`src/rtl/regdump_pkg.sv`:
```
// Shared types and constants for the register-dump streamer.
package regdump_pkg;

    localparam int unsigned REGDUMP_DATA_W = 32;
    localparam int unsigned BYTES_PER_REG  = REGDUMP_DATA_W / 8;
    localparam logic [7:0]  HDR_SYNC       = 8'hA5;

    typedef enum logic [2:0] {
        StIdle,
        StAddr,
        StWait,
        StCapture,
        StHdr,
        StSend,
        StNext,
        StDone
    } state_e;

endpackage

```
`src/rtl/byte_serializer.sv`:
```
// Parallel-load shift register that emits its contents MS byte first over valid/ready.
module byte_serializer #(
    parameter int unsigned NUM_BYTES = 4
) (
    input  logic                   clk_i,
    input  logic                   rst_ni,
    input  logic                   load_i,
    input  logic [NUM_BYTES*8-1:0] load_data_i,
    input  logic                   flush_i,
    output logic [7:0]             out_data_o,
    output logic                   out_valid_o,
    input  logic                   out_ready_i,
    output logic                   fire_o,
    output logic                   last_byte_o
);

    localparam int unsigned W    = NUM_BYTES * 8;
    localparam int unsigned CntW = $clog2(NUM_BYTES + 1);

    logic [W-1:0]    shift_q, shift_d;
    logic [CntW-1:0] cnt_q, cnt_d;
    logic            valid_q, valid_d;

    assign fire_o      = valid_q & out_ready_i;
    assign last_byte_o = fire_o && (cnt_q == CntW'(1));
    assign out_data_o  = shift_q[W-1 -: 8];
    assign out_valid_o = valid_q;

    always_comb begin
        shift_d = shift_q;
        cnt_d   = cnt_q;
        valid_d = valid_q;
        if (load_i) begin
            shift_d = load_data_i;
            cnt_d   = CntW'(NUM_BYTES);
            valid_d = 1'b1;
        end else if (fire_o) begin
            shift_d = shift_q << 8;
            cnt_d   = cnt_q - CntW'(1);
            // Flush only ever arrives on a handshake, so no byte is cut short.
            if (last_byte_o || flush_i) begin
                valid_d = 1'b0;
            end
        end
    end

    always_ff @(posedge clk_i or negedge rst_ni) begin
        if (!rst_ni) begin
            shift_q <= '0;
            cnt_q   <= '0;
            valid_q <= 1'b0;
        end else begin
            shift_q <= shift_d;
            cnt_q   <= cnt_d;
            valid_q <= valid_d;
        end
    end

endmodule

```
`src/rtl/regfile_dump_reader.sv`:
```
// Walks a register range over the debug read port and streams the contents as bytes.
// Define REGDUMP_HEADER_EN to prefix each register with a sync byte and its address.
module regfile_dump_reader
    import regdump_pkg::*;
#(
    parameter int unsigned NUM_REGS = 32,
    parameter int unsigned ADDR_W   = 5,
    parameter int unsigned DATA_W   = REGDUMP_DATA_W
) (
    input  logic              clk_i,
    input  logic              rst_ni,
    input  logic              start_i,
    input  logic [ADDR_W-1:0] first_addr_i,
    input  logic [ADDR_W-1:0] last_addr_i,
    input  logic              abort_i,
    output logic [ADDR_W-1:0] dbg_addr_o,
    input  logic [DATA_W-1:0] dbg_data_i,
    output logic [7:0]        out_data_o,
    output logic              out_valid_o,
    input  logic              out_ready_i,
    output logic              busy_o,
    output logic              done_o
);

    localparam int unsigned NumDataBytes = DATA_W / 8;
`ifdef REGDUMP_HEADER_EN
    localparam int unsigned NumBytes = NumDataBytes + 2;
`else
    localparam int unsigned NumBytes = NumDataBytes;
`endif

    state_e            state_q, state_d;
    logic [ADDR_W-1:0] cur_q, cur_d;
    logic [ADDR_W-1:0] end_q, end_d;
    logic [ADDR_W-1:0] dbg_addr_q, dbg_addr_d;
    logic              load, flush, fire, last_byte;
    logic [NumBytes*8-1:0] load_data;

`ifdef REGDUMP_HEADER_EN
    logic hdr_second_q, hdr_second_d;
    assign load_data = {HDR_SYNC, 8'(cur_q), dbg_data_i};
`else
    assign load_data = dbg_data_i;
`endif

    byte_serializer #(
        .NUM_BYTES(NumBytes)
    ) u_ser (
        .clk_i       (clk_i),
        .rst_ni      (rst_ni),
        .load_i      (load),
        .load_data_i (load_data),
        .flush_i     (flush),
        .out_data_o  (out_data_o),
        .out_valid_o (out_valid_o),
        .out_ready_i (out_ready_i),
        .fire_o      (fire),
        .last_byte_o (last_byte)
    );

    always_comb begin
        state_d    = state_q;
        cur_d      = cur_q;
        end_d      = end_q;
        dbg_addr_d = dbg_addr_q;
        load       = 1'b0;
        flush      = 1'b0;
`ifdef REGDUMP_HEADER_EN
        hdr_second_d = hdr_second_q;
`endif
        unique case (state_q)
            StIdle: begin
                if (start_i) begin
                    cur_d   = first_addr_i;
                    end_d   = last_addr_i;
                    state_d = StAddr;
                end
            end
            StAddr: begin
                dbg_addr_d = cur_q;
                state_d    = abort_i ? StDone : StWait;
            end
            StWait: state_d = abort_i ? StDone : StCapture;
            StCapture: begin
                if (abort_i) begin
                    state_d = StDone;
                end else begin
                    load = 1'b1;
`ifdef REGDUMP_HEADER_EN
                    hdr_second_d = 1'b0;
                    state_d      = StHdr;
`else
                    state_d = StSend;
`endif
                end
            end
            StHdr: begin
`ifdef REGDUMP_HEADER_EN
                if (fire) begin
                    if (abort_i) begin
                        flush   = 1'b1;
                        state_d = StDone;
                    end else if (hdr_second_q) begin
                        state_d = StSend;
                    end else begin
                        hdr_second_d = 1'b1;
                    end
                end
`else
                state_d = StIdle;
`endif
            end
            StSend: begin
                if (fire) begin
                    if (abort_i) begin
                        flush   = 1'b1;
                        state_d = StDone;
                    end else if (last_byte) begin
                        state_d = StNext;
                    end
                end
            end
            StNext: begin
                if (abort_i || (cur_q == end_q)) begin
                    state_d = StDone;
                end else begin
                    cur_d   = (cur_q == ADDR_W'(NUM_REGS - 1)) ? '0 : cur_q + ADDR_W'(1);
                    state_d = StAddr;
                end
            end
            StDone:  state_d = StIdle;
            default: state_d = StIdle;
        endcase
    end

    always_ff @(posedge clk_i or negedge rst_ni) begin
        if (!rst_ni) begin
            state_q    <= StIdle;
            cur_q      <= '0;
            end_q      <= '0;
            dbg_addr_q <= '0;
        end else begin
            state_q    <= state_d;
            cur_q      <= cur_d;
            end_q      <= end_d;
            dbg_addr_q <= dbg_addr_d;
        end
    end

`ifdef REGDUMP_HEADER_EN
    always_ff @(posedge clk_i or negedge rst_ni) begin
        if (!rst_ni) begin
            hdr_second_q <= 1'b0;
        end else begin
            hdr_second_q <= hdr_second_d;
        end
    end
`endif

    assign dbg_addr_o = dbg_addr_q;
    assign busy_o     = (state_q != StIdle) && (state_q != StDone);
    assign done_o     = (state_q == StDone);

endmodule

```
`config.mk`:
```
export PLATFORM = sky130hd
export DESIGN_NAME = regfile_dump_reader
export DESIGN_NICKNAME = d
export VERILOG_FILES = /design/src/rtl/regdump_pkg.sv /design/src/rtl/byte_serializer.sv /design/src/rtl/regfile_dump_reader.sv
export SDC_FILE = /design/constraint.sdc
export NUM_CORES = 1
export LEC_CHECK = 0
export CAP_MARGIN = 20
export CORE_AREA = 5 5 83 85
export DETAILED_ROUTE_END_ITERATION = 10
export DIE_AREA = 0 0 88 90
export PLACE_DENSITY = 0.73
export SLEW_MARGIN = 30
export SYNTH_ARGS = -nofsm -noshare
export SYNTH_HDL_FRONTEND = slang
export SYNTH_SLANG_ARGS = --single-unit
```
`constraint.sdc`:
```
create_clock -name clk_i -period 3.4 [get_ports clk_i]
set_input_delay 0.34 -clock clk_i [delete_from_list [all_inputs] [get_ports clk_i]]
set_output_delay 0.34 -clock clk_i [all_outputs]
set_load 0.02 [all_outputs]
```
==> out/metrics.yaml, run 1 <==
outcome:
  status: "complete, no violations"
timing:
  finalSetupTns_ns: 0
  drv_slew: 0
  post-route-period-util: 0.6496
  rsz0062_at_grt: "no"
  min_period_ns: 2.209
  hold_viol: 0
  whs_ns: 0.1162
  setup_violations: 0
  fmax_mhz: 452.7
  clock_skew_ns: 0.003366
  tightest_slew_ns: 0.8046
  max_slew_margin: 0.4636
logic_synthesis:
  ys.flop_type: "dfrtp_1"
  synth.area.top_cells: "dfrtp_1 50%, mux2i_1 9.3%, o21ai_0 6.9%"
  synth_top_area_share: 0.5040
  synth_cells: 262
  avgSynthCellArea_um2: 10.23
  netlist-cell-type-count: 39
  async_flop_share: 1.000
  synth_edf_count: 0
  yosys.area.top_type: "dfrtp_1"
  synth-warning-count: 0
  syn_nets: 313
  synth-seq-cells: 54
  syn-cell-area_mm2: 0.002681
  ys_seq_area_frac: 0.5040
critical_path:
  path_class: "flop to primary output"
  worstPathArrival_ns: 1.87
  path_depth: 3
  critPathCaptureType: "primary output"
  path_delay_family: "buffers and inverters"
  worst-path-buf-inv: 2
  rr_worst_depth: 4
  critPathMaxFanout: 11
  startpoint_type: "flop"
  crit_path_cell_trace: "inv_1, nor2_1, clkdlybuf4s50_1"
  crit_required_ns: 3.06
  critPathMaxStageDelay_ns: 0.64
  cp_slowest_cell: "clkdlybuf4s50_1"
placed_design:
  gp_congestion: 0.9140
  dp.final_hpwl_um: 4145
  port_buffers: 62
clocking:
  cts_root_buf: "clkbuf_8"
  post_cts_buffers: 0
  clock_latency_ns: 0.30
  htreeDepth: 2
  cts_num_sinks: 54
  clkTransAtPathRegs_ns: 0.10
  cts_resized: 0
  numCtsBuffers: 5
  cts_hold_buf: 0
  cts_tree: "built"
  clockBufferDepth: 2
power:
  irDropWorstVdd_uv: 427.4
  leakagePower_nw: 1.521
  finalPower_w: 0.002863
  powerDensity_mw_per_mm2: 832.8
grt:
  grt_max_degree: 69
  grt-ovfl-total: 0
  antenna_found_initial: 0
  grt_pass1_wl_um: 9894
  first_global_vias: 2002
  track_usage: 0.1543
floorplanning:
  initial_core_util: 0.4373
  io_pins: 63
  die-area_mm2: 0.007920
  fp.coreArea_mm2: 0.006132
  die_y_um: 90
  rows: 29
  die_x_um: 88
finish:
  finish.utilization: 0.5607
  syn2layout_area_growth_pct: 28.23
  drive_gt1_frac: 0.08626
  antenna_cells: 0
  final_nets: 363
routing:
  first_iter_violations: 141
  dr.pass1.iters: 4
  drc: 0
  routed_wl_um: 5828
  via_per_inst: 5.156
  wl_per_cell_um: 14.94
  ant_nets: 0
  vias: 2011
hold_path:
  hold_path_class: "input port to asynchronous set/reset pin"
flow_run:
  maxCapViolCount: 0
==> power by group <==
group	switching, W	leakage, nW	internal (W)
registers	0.000249	0.683	0.000939
clock network	0.000212	0.0714	0.000314
logic	0.000574	0.767	0.000575
total	0.00104	1.52	0.00183
==> kinds of logic after synthesis <==
| group | share of synthesized area |
|---|---|
| mux | 0.1353 |
| flops | 0.5040 |
| xor+xnor | 0.01960 |
| compound gates | 0.1358 |
| buf+inv | 0.05646 |
| fa+ha+maj | 0.01867 |
| simple gates | 0.1302 |
==> worst reg2reg max path: stages (launching register included) <==
cell and delay [ns]:
dfrtp_1 0.53, nor4b_4 0.65, o21ba_4 0.24, a31o_4 0.22, a221o_1 0.28
==> cell type report <==
type,count,area (um2)
clock inverters,2,60.06
well taps,77,96.34
multi-input cells,179,1184
flip-flops and latches,54,1351
clock buffers,6,82.58
inverters,7,26.28
fillers,539,2694
repair buffers,65,638.1
==> metal layers <==
layer | part of all wire | global-route usage | wire, um | vias up
li1 | - | - | - | 1002
met1 | 0.44 | 0.2169 | 2583 | 948
met4 | 0.018 | 0.05499 | 105 | 0
met2 | 0.49 | 0.2330 | 2841 | 50
met3 | 0.051 | 0.03291 | 297 | 11
met5 | 0 | 0 | 0 | -
==> cell usage after synthesis (all sizes together) (4+ instances only) <==
library cell  count
o211ai            4
a21oi             9
clkbuf            8
nor2             10
mux2i            25
inv               7
xor2              5
o21ai            37
ha                4
dfrtp            54
nand2            44
mux2             10
buf              14
==> cells in the final DEF, fill, tap and decap left out <==
master / netlist / routed
nor4b_1: 1 / 1
o21ai_0: 37 / 37
or4_1: 1 / 1
and2_1: 1 / 1
mux2i_1: 25 / 25
a31o_4: 1 / 1
xor2_1: 5 / 5
clkdlybuf4s50_1: 0 / 61
nand4_1: 2 / 2
nand3b_1: 2 / 2
clkbuf_8: 0 / 6
xnor2_1: 1 / 1
and3_1: 2 / 2
a21o_1: 1 / 1
o221ai_1: 1 / 1
a222oi_1: 1 / 1
nor2b_1: 1 / 1
buf_2: 4 / 1
a221o_1: 2 / 2
nor2_1: 10 / 10
nor3_1: 3 / 2
ha_1: 4 / 4
buf_4: 8 / 3
a211oi_1: 1 / 1
a21oi_1: 9 / 9
o21bai_1: 1 / 1
inv_1: 7 / 7
nand3_1: 1 / 1
a21o_2: 1 / 1
mux2_2: 10 / 10
nand2b_1: 2 / 2
nand2_1: 44 / 44
o21ba_4: 1 / 1
nor3b_1: 2 / 2
bufinv_16: 0 / 2
dfrtp_1: 54 / 54
nor3_2: 0 / 1
o211ai_1: 4 / 4
nor4b_4: 1 / 1
nor4_1: 1 / 1
==> flip-flops by register name (all words and copies together) (netlist names) <==
signal	cells
u_ser.shift_q	32
dbg_addr_o	5
end_q	5
u_ser.out_valid_o	1
state_q	3
cur_q	5
u_ser.cnt_q	3
==> worst paths after layout <==
check | startpoint | end | slack [ns]
setup / recovery | state_q[2]$_DFFE_PN0P_ | done_o | 1.19
hold / removal | rst_ni | u_ser.shift_q[27]$_DFFE_PN0P_ | 0.12
setup reg to reg | state_q[2]$_DFFE_PN0P_ | cur_q[0]$_DFFE_PN0P_ | 1.36
hold reg to reg | dbg_addr_o[2]$_DFFE_PN0N_ | dbg_addr_o[2]$_DFFE_PN0N_ | 0.51
max in group asynchronous | rst_ni | u_ser.shift_q[23]$_DFFE_PN0P_ | 2.52
min in group clk_i | dbg_addr_o[2]$_DFFE_PN0N_ | dbg_addr_o[2]$_DFFE_PN0N_ | 0.51
==> metrics by stage <==
step / cell area, um2 / setup slack [ns] / cells
finish: 3438 / 1.191 / 390
global route: 3438 / 1.072 / 390
CTS: 3438 / 1.187 / 390
detailed placement: 3296 / 1.145 / 382
global placement: 3296 / 1.251 / 382
floorplan: 2681 / 1.623 / 262
(Power assumes the default switching activity.)
==> run 2, diff against run 1 <==
CORE_AREA = 5 5 84 86   (was 5 5 83 85)
DIE_AREA = 0 0 89 91   (was 0 0 88 90)
PLACE_DENSITY = 0.74   (was 0.73)
clock period = 1.8 ns   (was 3.4 ns; I/O delays follow)
==> out/metrics.yaml, run 2 (synthesis results as in run 1) <==
outcome:
  status: "complete, no violations"
timing:
  tightest_slew_ns: 0.4742  # -0.3304 ns
  max_slew_margin: 0.6827  # +0.2191
  setup_violations: 0  # unchanged
  fmax_mhz: 572.8
  min_period_ns: 1.746
  rsz0062_at_grt: "yes"
  hold_viol: 0  # unchanged
  post-route-period-util: 0.9699
  drv_slew: 0  # unchanged
  clock_skew_ns: 0.01298  # +0.009614 ns
  finalSetupTns_ns: 0  # unchanged
  whs_ns: 0.3815  # +0.2654 ns
routing:
  routed_wl_um: 5731  # -1.7%
  wl_per_cell_um: 14.26  # -4.6%
  highest_layer: "met4"
  dr.pass1.iters: 4  # unchanged
  vias: 2068  # +2.8%
  route.met3.wl_um: 193  # -35%
  ant_nets: 0  # unchanged
  via_per_inst: 5.144  # -0.24%
  first_iter_violations: 119  # -16%
  met2WireLength_um: 2838  # -0.11%
  drc: 0  # unchanged
  drt-met1-wl_um: 2622  # +1.5%
finish:
  finish.instance_area_mm2: 0.003567  # +3.7%
  finalNonFillerCells: 402  # +3.1%
  num-fill-cells: 545  # +1.1%
  syn2layout_area_growth_pct: 33.04
  drive_gt1_frac: 0.1446  # +0.05835
  final_cell_mix: "59 x clkdlybuf4s50_1, 51 x dfrtp_1, 44 x nand2_1"
  antenna_cells: 0  # unchanged
  final_nets: 375  # +3.3%
  largest_register: "u_ser.shift_q"
  largest_reg_flops: 32  # unchanged
  final_common_cell: "clkdlybuf4s50_1"
placed_design:
  dp.final_hpwl_um: 4155  # +0.25%
  place_area_mm2: 0.003416  # +3.6%
  place_inst: 393  # +2.9%
  port_buffers: 62  # unchanged
  gp_congestion: 0.8761  # -4.1%
clocking:
  numCtsBuffers: 5  # unchanged
  cts_tree: "built"
  clockBufferDepth: 2  # unchanged
  clkTransAtPathRegs_ns: 0.10  # about the same
  cts_root_buf: "clkbuf_8"
  cts_num_sinks: 54  # unchanged
  clock_latency_ns: 0.31  # about the same
  htreeDepth: 2  # unchanged
floorplanning:
  die_y_um: 91  # +1.1%
  initial_core_util: 0.4321  # -0.005114
  io_pins: 63  # unchanged
  fp.coreArea_mm2: 0.006205  # +1.2%
  rows: 29  # unchanged
  die-area_mm2: 0.008099  # +2.3%
  die_x_um: 89  # +1.1%
power:
  powerDensity_mw_per_mm2: 1520  # +83%
  finalPower_w: 0.005422  # +89%
  p_comb_frac: 0.436  # +0.035
  irDropWorstVdd_uv: 811.2  # +90%
  power.share.clock: 0.153  # -0.031
  p_int_w: 0.003422  # +87%
  p_sw_w: 0.002000  # +93%
  seqPwrFrac: 0.411  # -0.004
  swShare: 0.3688  # +0.007293
  leakagePower_nw: 1.578  # +3.7%
critical_path:
  startpoint_type: "flop"
  path_class: "flop to flop"
  cpMostUsedCell: "ha_2"
  worst-path-buf-inv: 0  # -2
  rr_worst_depth: 6  # +2
  crit_required_ns: 2.05  # -1.01 ns
  critPathMaxStageDelay_ns: 0.48  # -0.16 ns
  cp_slowest_cell: "or4_4"
  crit_path_cell_trace: "ha_2, and3_4, ha_2, or4_4, a21oi_2, a221o_1"
  worstPathArrival_ns: 1.99  # +0.12 ns
  critPathCaptureType: "flop"
  path_depth: 6  # +3
  critPathMaxFanout: 3  # -8
  path_delay_family: "simple AND/OR/NAND/NOR gates"
grt:
  track_usage: 0.1504  # -0.003977
  grt_max_degree: 69  # unchanged
  antenna_found_initial: 0  # unchanged
  first_global_vias: 2101  # +4.9%
  grt_pass1_wl_um: 9811  # -0.84%
  grt-ovfl-total: 0  # unchanged
hold_path:
  hold_path_class: "input port to asynchronous set/reset pin"
flow_run:
  maxCapViolCount: 0  # unchanged
-- run 2: changes by cell type in the layout (fill, tap and decap cells not counted), sizes merged --
cell           previous run  this run
buf                       4        15
clkdlybuf4s50            61        59
dlygate4sd2               0         2
bufinv                    2         1
clkbuf                    6         5
clkinv                    0         1
dlygate4sd3               0         1
inv                       7         8
-- run 2: power groups by stage --
stage | Clock (W) | Sequential [W] | Combinational (W)
after floorplan | 0 | 0.00217 | 0.00159
after global placement | 0 | 0.00221 | 0.00230
after detailed placement | 0 | 0.00225 | 0.00237
after CTS | 0.000864 | 0.00223 | 0.00236
after global routing | 0.000915 | 0.00231 | 0.00262
final | 0.000832 | 0.00223 | 0.00236
-- run 2: area by class of cell --
class                           instances  area, um2  share of cell area
Inverter                                7      26.28            0.007366
Multi-Input combinational cell        179       1207              0.3385
Clock buffer                            5      68.82             0.01929
Tap cell                               77      96.34             0.02701
Sequential cell                        54       1355              0.3799
Clock inverter                          3      47.55             0.01333
Timing Repair Buffer                   77      765.7              0.2147
-- run 2: worst register-to-register path, cell delays in order (launching register included) --
cell and delay, ns:
dfrtp_1 0.41, ha_2 0.21, and3_4 0.18, ha_2 0.17
or4_4 0.48, a21oi_2 0.11, a221o_1 0.12
-- run 2: path summary, 6_finish.rpt --
kind                                                 from  slack, ns                      endpoint
worst min-delay path                               rst_ni       0.38          end_q[1]$_DFFE_PN0P_
worst max-delay path                 cur_q[1]$_DFFE_PN0P_       0.05          cur_q[0]$_DFFE_PN0P_
worst min register to register  dbg_addr_o[3]$_DFFE_PN0N_       0.52     dbg_addr_o[3]$_DFFE_PN0N_
max in group asynchronous                          rst_ni       1.14        state_q[0]$_DFFE_PN0P_
min in group clk_i                          dbg_data_i[3]       0.41  u_ser.shift_q[3]$_DFFE_PN0P_
worst max register to register       cur_q[1]$_DFFE_PN0P_       0.05          cur_q[0]$_DFFE_PN0P_
-- run 2: stage by stage --
| stage | setup WS [ns] | utilization |
|---|---|---|
| floorplan | 0.02271 | - |
| global placement | 0.08751 | 0.5505 |
| detailed placement | 0.04018 | 0.5505 |
| CTS | 0.02914 | 0.5715 |
| global route | -0.007472 | 0.5749 |
| finish | 0.05421 | 0.5749 |
-- run 2: metal layers --
layer	GRT usage	up-vias
met4	0.05459	0
met5	0	-
met2	0.2389	34
met3	0.02172	6
met1	0.2080	996
li1	-	1032
-- run 2: timing repair --
action                     in CTS  in global routing
hold endpoints to repair       54                  0
gates resized for setup         6                  5
setup endpoints to repair       3                  2
buffers inserted                0                  0
gates cloned                    0                  0
pin swaps                       0                  1
hold buffers                    1                  0
==> run 3, diff against run 2 <==
GPL_TIMING_DRIVEN = 0   (was default)
==> out/metrics.yaml, run 3 (synthesis results as in run 1) <==
outcome:
  status: "complete, no violations"
timing:
  tightest_slew_ns: 0.6006  # +0.1264 ns
  max_slew_margin: 0.5996  # -0.08309
  fmax_mhz: 576.3  # +0.60%
  finalSetupTns_ns: 0  # unchanged
  hold_viol: 0  # unchanged
  whs_ns: 0.2342  # -0.1474 ns
  clock_skew_ns: 0.007365  # -0.005615 ns
  min_period_ns: 1.735  # -0.01047 ns
  post-route-period-util: 0.9641  # -0.005815
  drv_slew: 0  # unchanged
  setup_violations: 0  # unchanged
power:
  p_int_w: 0.003341  # -2.4%
  p_sw_w: 0.002093  # +4.7%
  seqPwrFrac: 0.405  # -0.006
  power.share.clock: 0.122  # -0.031
  p_comb_frac: 0.473  # +0.037
  irDropWorstVdd_uv: 945.1  # +17%
  leakagePower_nw: 1.605  # +1.7%
  powerDensity_mw_per_mm2: 1506  # -0.89%
  swShare: 0.3852  # +0.01639
critical_path:
  critPathCaptureType: "flop"
  startpoint_type: "flop"
  crit_required_ns: 2.04  # about the same
  path_class: "flop to flop"
  critPathMaxFanout: 6  # +3
  worstPathArrival_ns: 1.98  # about the same
grt:
  first_global_vias: 2139  # +1.8%
  grt_max_degree: 50  # -28%
  antenna_found_initial: 0  # unchanged
  grt_pass1_wl_um: 10270  # +4.6%
  track_usage: 0.1585  # +0.008167
  grt-ovfl-total: 0  # unchanged
placed_design:
  gp_congestion: 0.8643  # -1.3%
  port_buffers: 61  # -1.6%
  dp.final_hpwl_um: 4441  # +6.9%
floorplanning:
  initial_core_util: 0.4321  # unchanged
  die-area_mm2: 0.008099  # unchanged
  die_x_um: 89  # unchanged
  die_y_um: 91  # unchanged
  io_pins: 63  # unchanged
  rows: 29  # unchanged
  fp.coreArea_mm2: 0.006205  # unchanged
finish:
  final_nets: 386  # +2.9%
  largest_reg_flops: 32  # unchanged
  syn2layout_area_growth_pct: 34.53
  ff_latch_area_mm2: 0.001354  # about the same
  multi_input_area_mm2: 0.001241  # +2.8%
  final_common_cell: "clkdlybuf4s50_1"
  num-fill-cells: 525  # -3.7%
  largest_register: "u_ser.shift_q"
  final_cell_mix: "58 x clkdlybuf4s50_1, 52 x dfrtp_1, 44 x nand2_1"
  antenna_cells: 0  # unchanged
  drive_gt1_frac: 0.1582  # +0.01359
routing:
  via_per_inst: 5.201  # +1.1%
  drc: 0  # unchanged
  routed_wl_um: 6159  # +7.5%
  ant_nets: 0  # unchanged
  dr.pass1.iters: 5  # +1
  first_iter_violations: 85  # -29%
  wl_per_cell_um: 14.95  # +4.9%
  vias: 2143  # +3.6%
clocking:
  clock_latency_ns: 0.30  # about the same
  numCtsBuffers: 5  # unchanged
  cts_tree: "built"
  cts_num_sinks: 54  # unchanged
  htreeDepth: 2  # unchanged
  clockBufferDepth: 2  # unchanged
  clkTransAtPathRegs_ns: 0.10  # about the same
  cts_root_buf: "clkbuf_8"
flow_run:
  maxCapViolCount: 0  # unchanged
hold_path:
  hold_path_class: "input port to asynchronous set/reset pin"
## run 3: cell count changes in the layout (fill, tap and decap cells not counted), sizes merged
cell,before,now
bufinv,1,0
clkdlybuf4s50,59,58
dlygate4sd2,2,1
clkdlybuf4s15,0,1
clkbuf,5,16
buf,15,16
## run 3: critical path: stages (launching register included)
cell and delay [ns]:
dfrtp_2 0.44, ha_4 0.17, and3_4 0.18, ha_4 0.17, or4_4 0.49, a21oi_2 0.12
a221o_1 0.11
## run 3: final cells by class
cell class	instances	share of cell area
plain buffers	22	0.03885
inverters	7	0.007284
clock buffers	5	0.01908
multi-input cells	179	0.3441
well taps	77	0.02671
flip-flops and latches	54	0.3753
clock inverters	2	0.003815
repair buffers	66	0.1849
## run 3: power by group through the flow
stage          registers, W  logic, W  clock network [W]
4_1_cts             0.00217   0.00247           0.000685
3_5_place_dp        0.00222   0.00239                  0
2_1_floorplan       0.00217   0.00159                  0
6_report            0.00220   0.00257           0.000660
5_1_grt             0.00228   0.00285           0.000736
3_3_place_gp        0.00219   0.00232                  0
## run 3: repair_timing
item / CTS / global route
endpoints found under the setup margin: 27 / 38
pin swaps: 1 / 0
gates resized for setup: 8 / 20
hold endpoints to repair: 54 / 0
setup buffers: 3 / 0
gates cloned: 0 / 0
hold buffers: 1 / 0
## run 3: path summary, 6_finish.rpt
kind,from,to,slack (ns),cells past startpoint
min,rst_ni,dbg_addr_o[4]$_DFFE_PN0N_,0.23,2
max,cur_q[0]$_DFFE_PN0P_,cur_q[0]$_DFFE_PN0P_,0.06,6
min reg2reg,dbg_addr_o[2]$_DFFE_PN0N_,dbg_addr_o[2]$_DFFE_PN0N_,0.51,1
max reg2reg,cur_q[0]$_DFFE_PN0P_,cur_q[0]$_DFFE_PN0P_,0.06,6
max in group asynchronous,rst_ni,u_ser.shift_q[16]$_DFFE_PN0P_,1.12,3
min in group clk_i,abort_i,state_q[1]$_DFFE_PN0P_,0.33,3
## run 3: through the flow
step	area [um2]	setup slack, ns	util	instances	total power [W]
finish	3607	0.06467	0.5814	412	0.005434
global route	3607	-0.001194	0.5814	412	0.005865
CTS	3542	0.001160	0.5709	412	0.005331
detailed placement	3413	-0.2678	0.5501	401	0.004607
global placement	3388	-1.099	0.5461	400	0.004508
floorplan	2681	0.02271	-	262	0.003763
## run 3: per-layer routing
metal  part of all wire  up-vias  wire length [um]  global-route usage
met1               0.45     1032              2795              0.2255
met5                  0        -                 0                   0
met4              0.014        0                86             0.04839
met3              0.056        8               345             0.03439
met2               0.48       58              2931              0.2420
li1                   -     1045                 -                   -
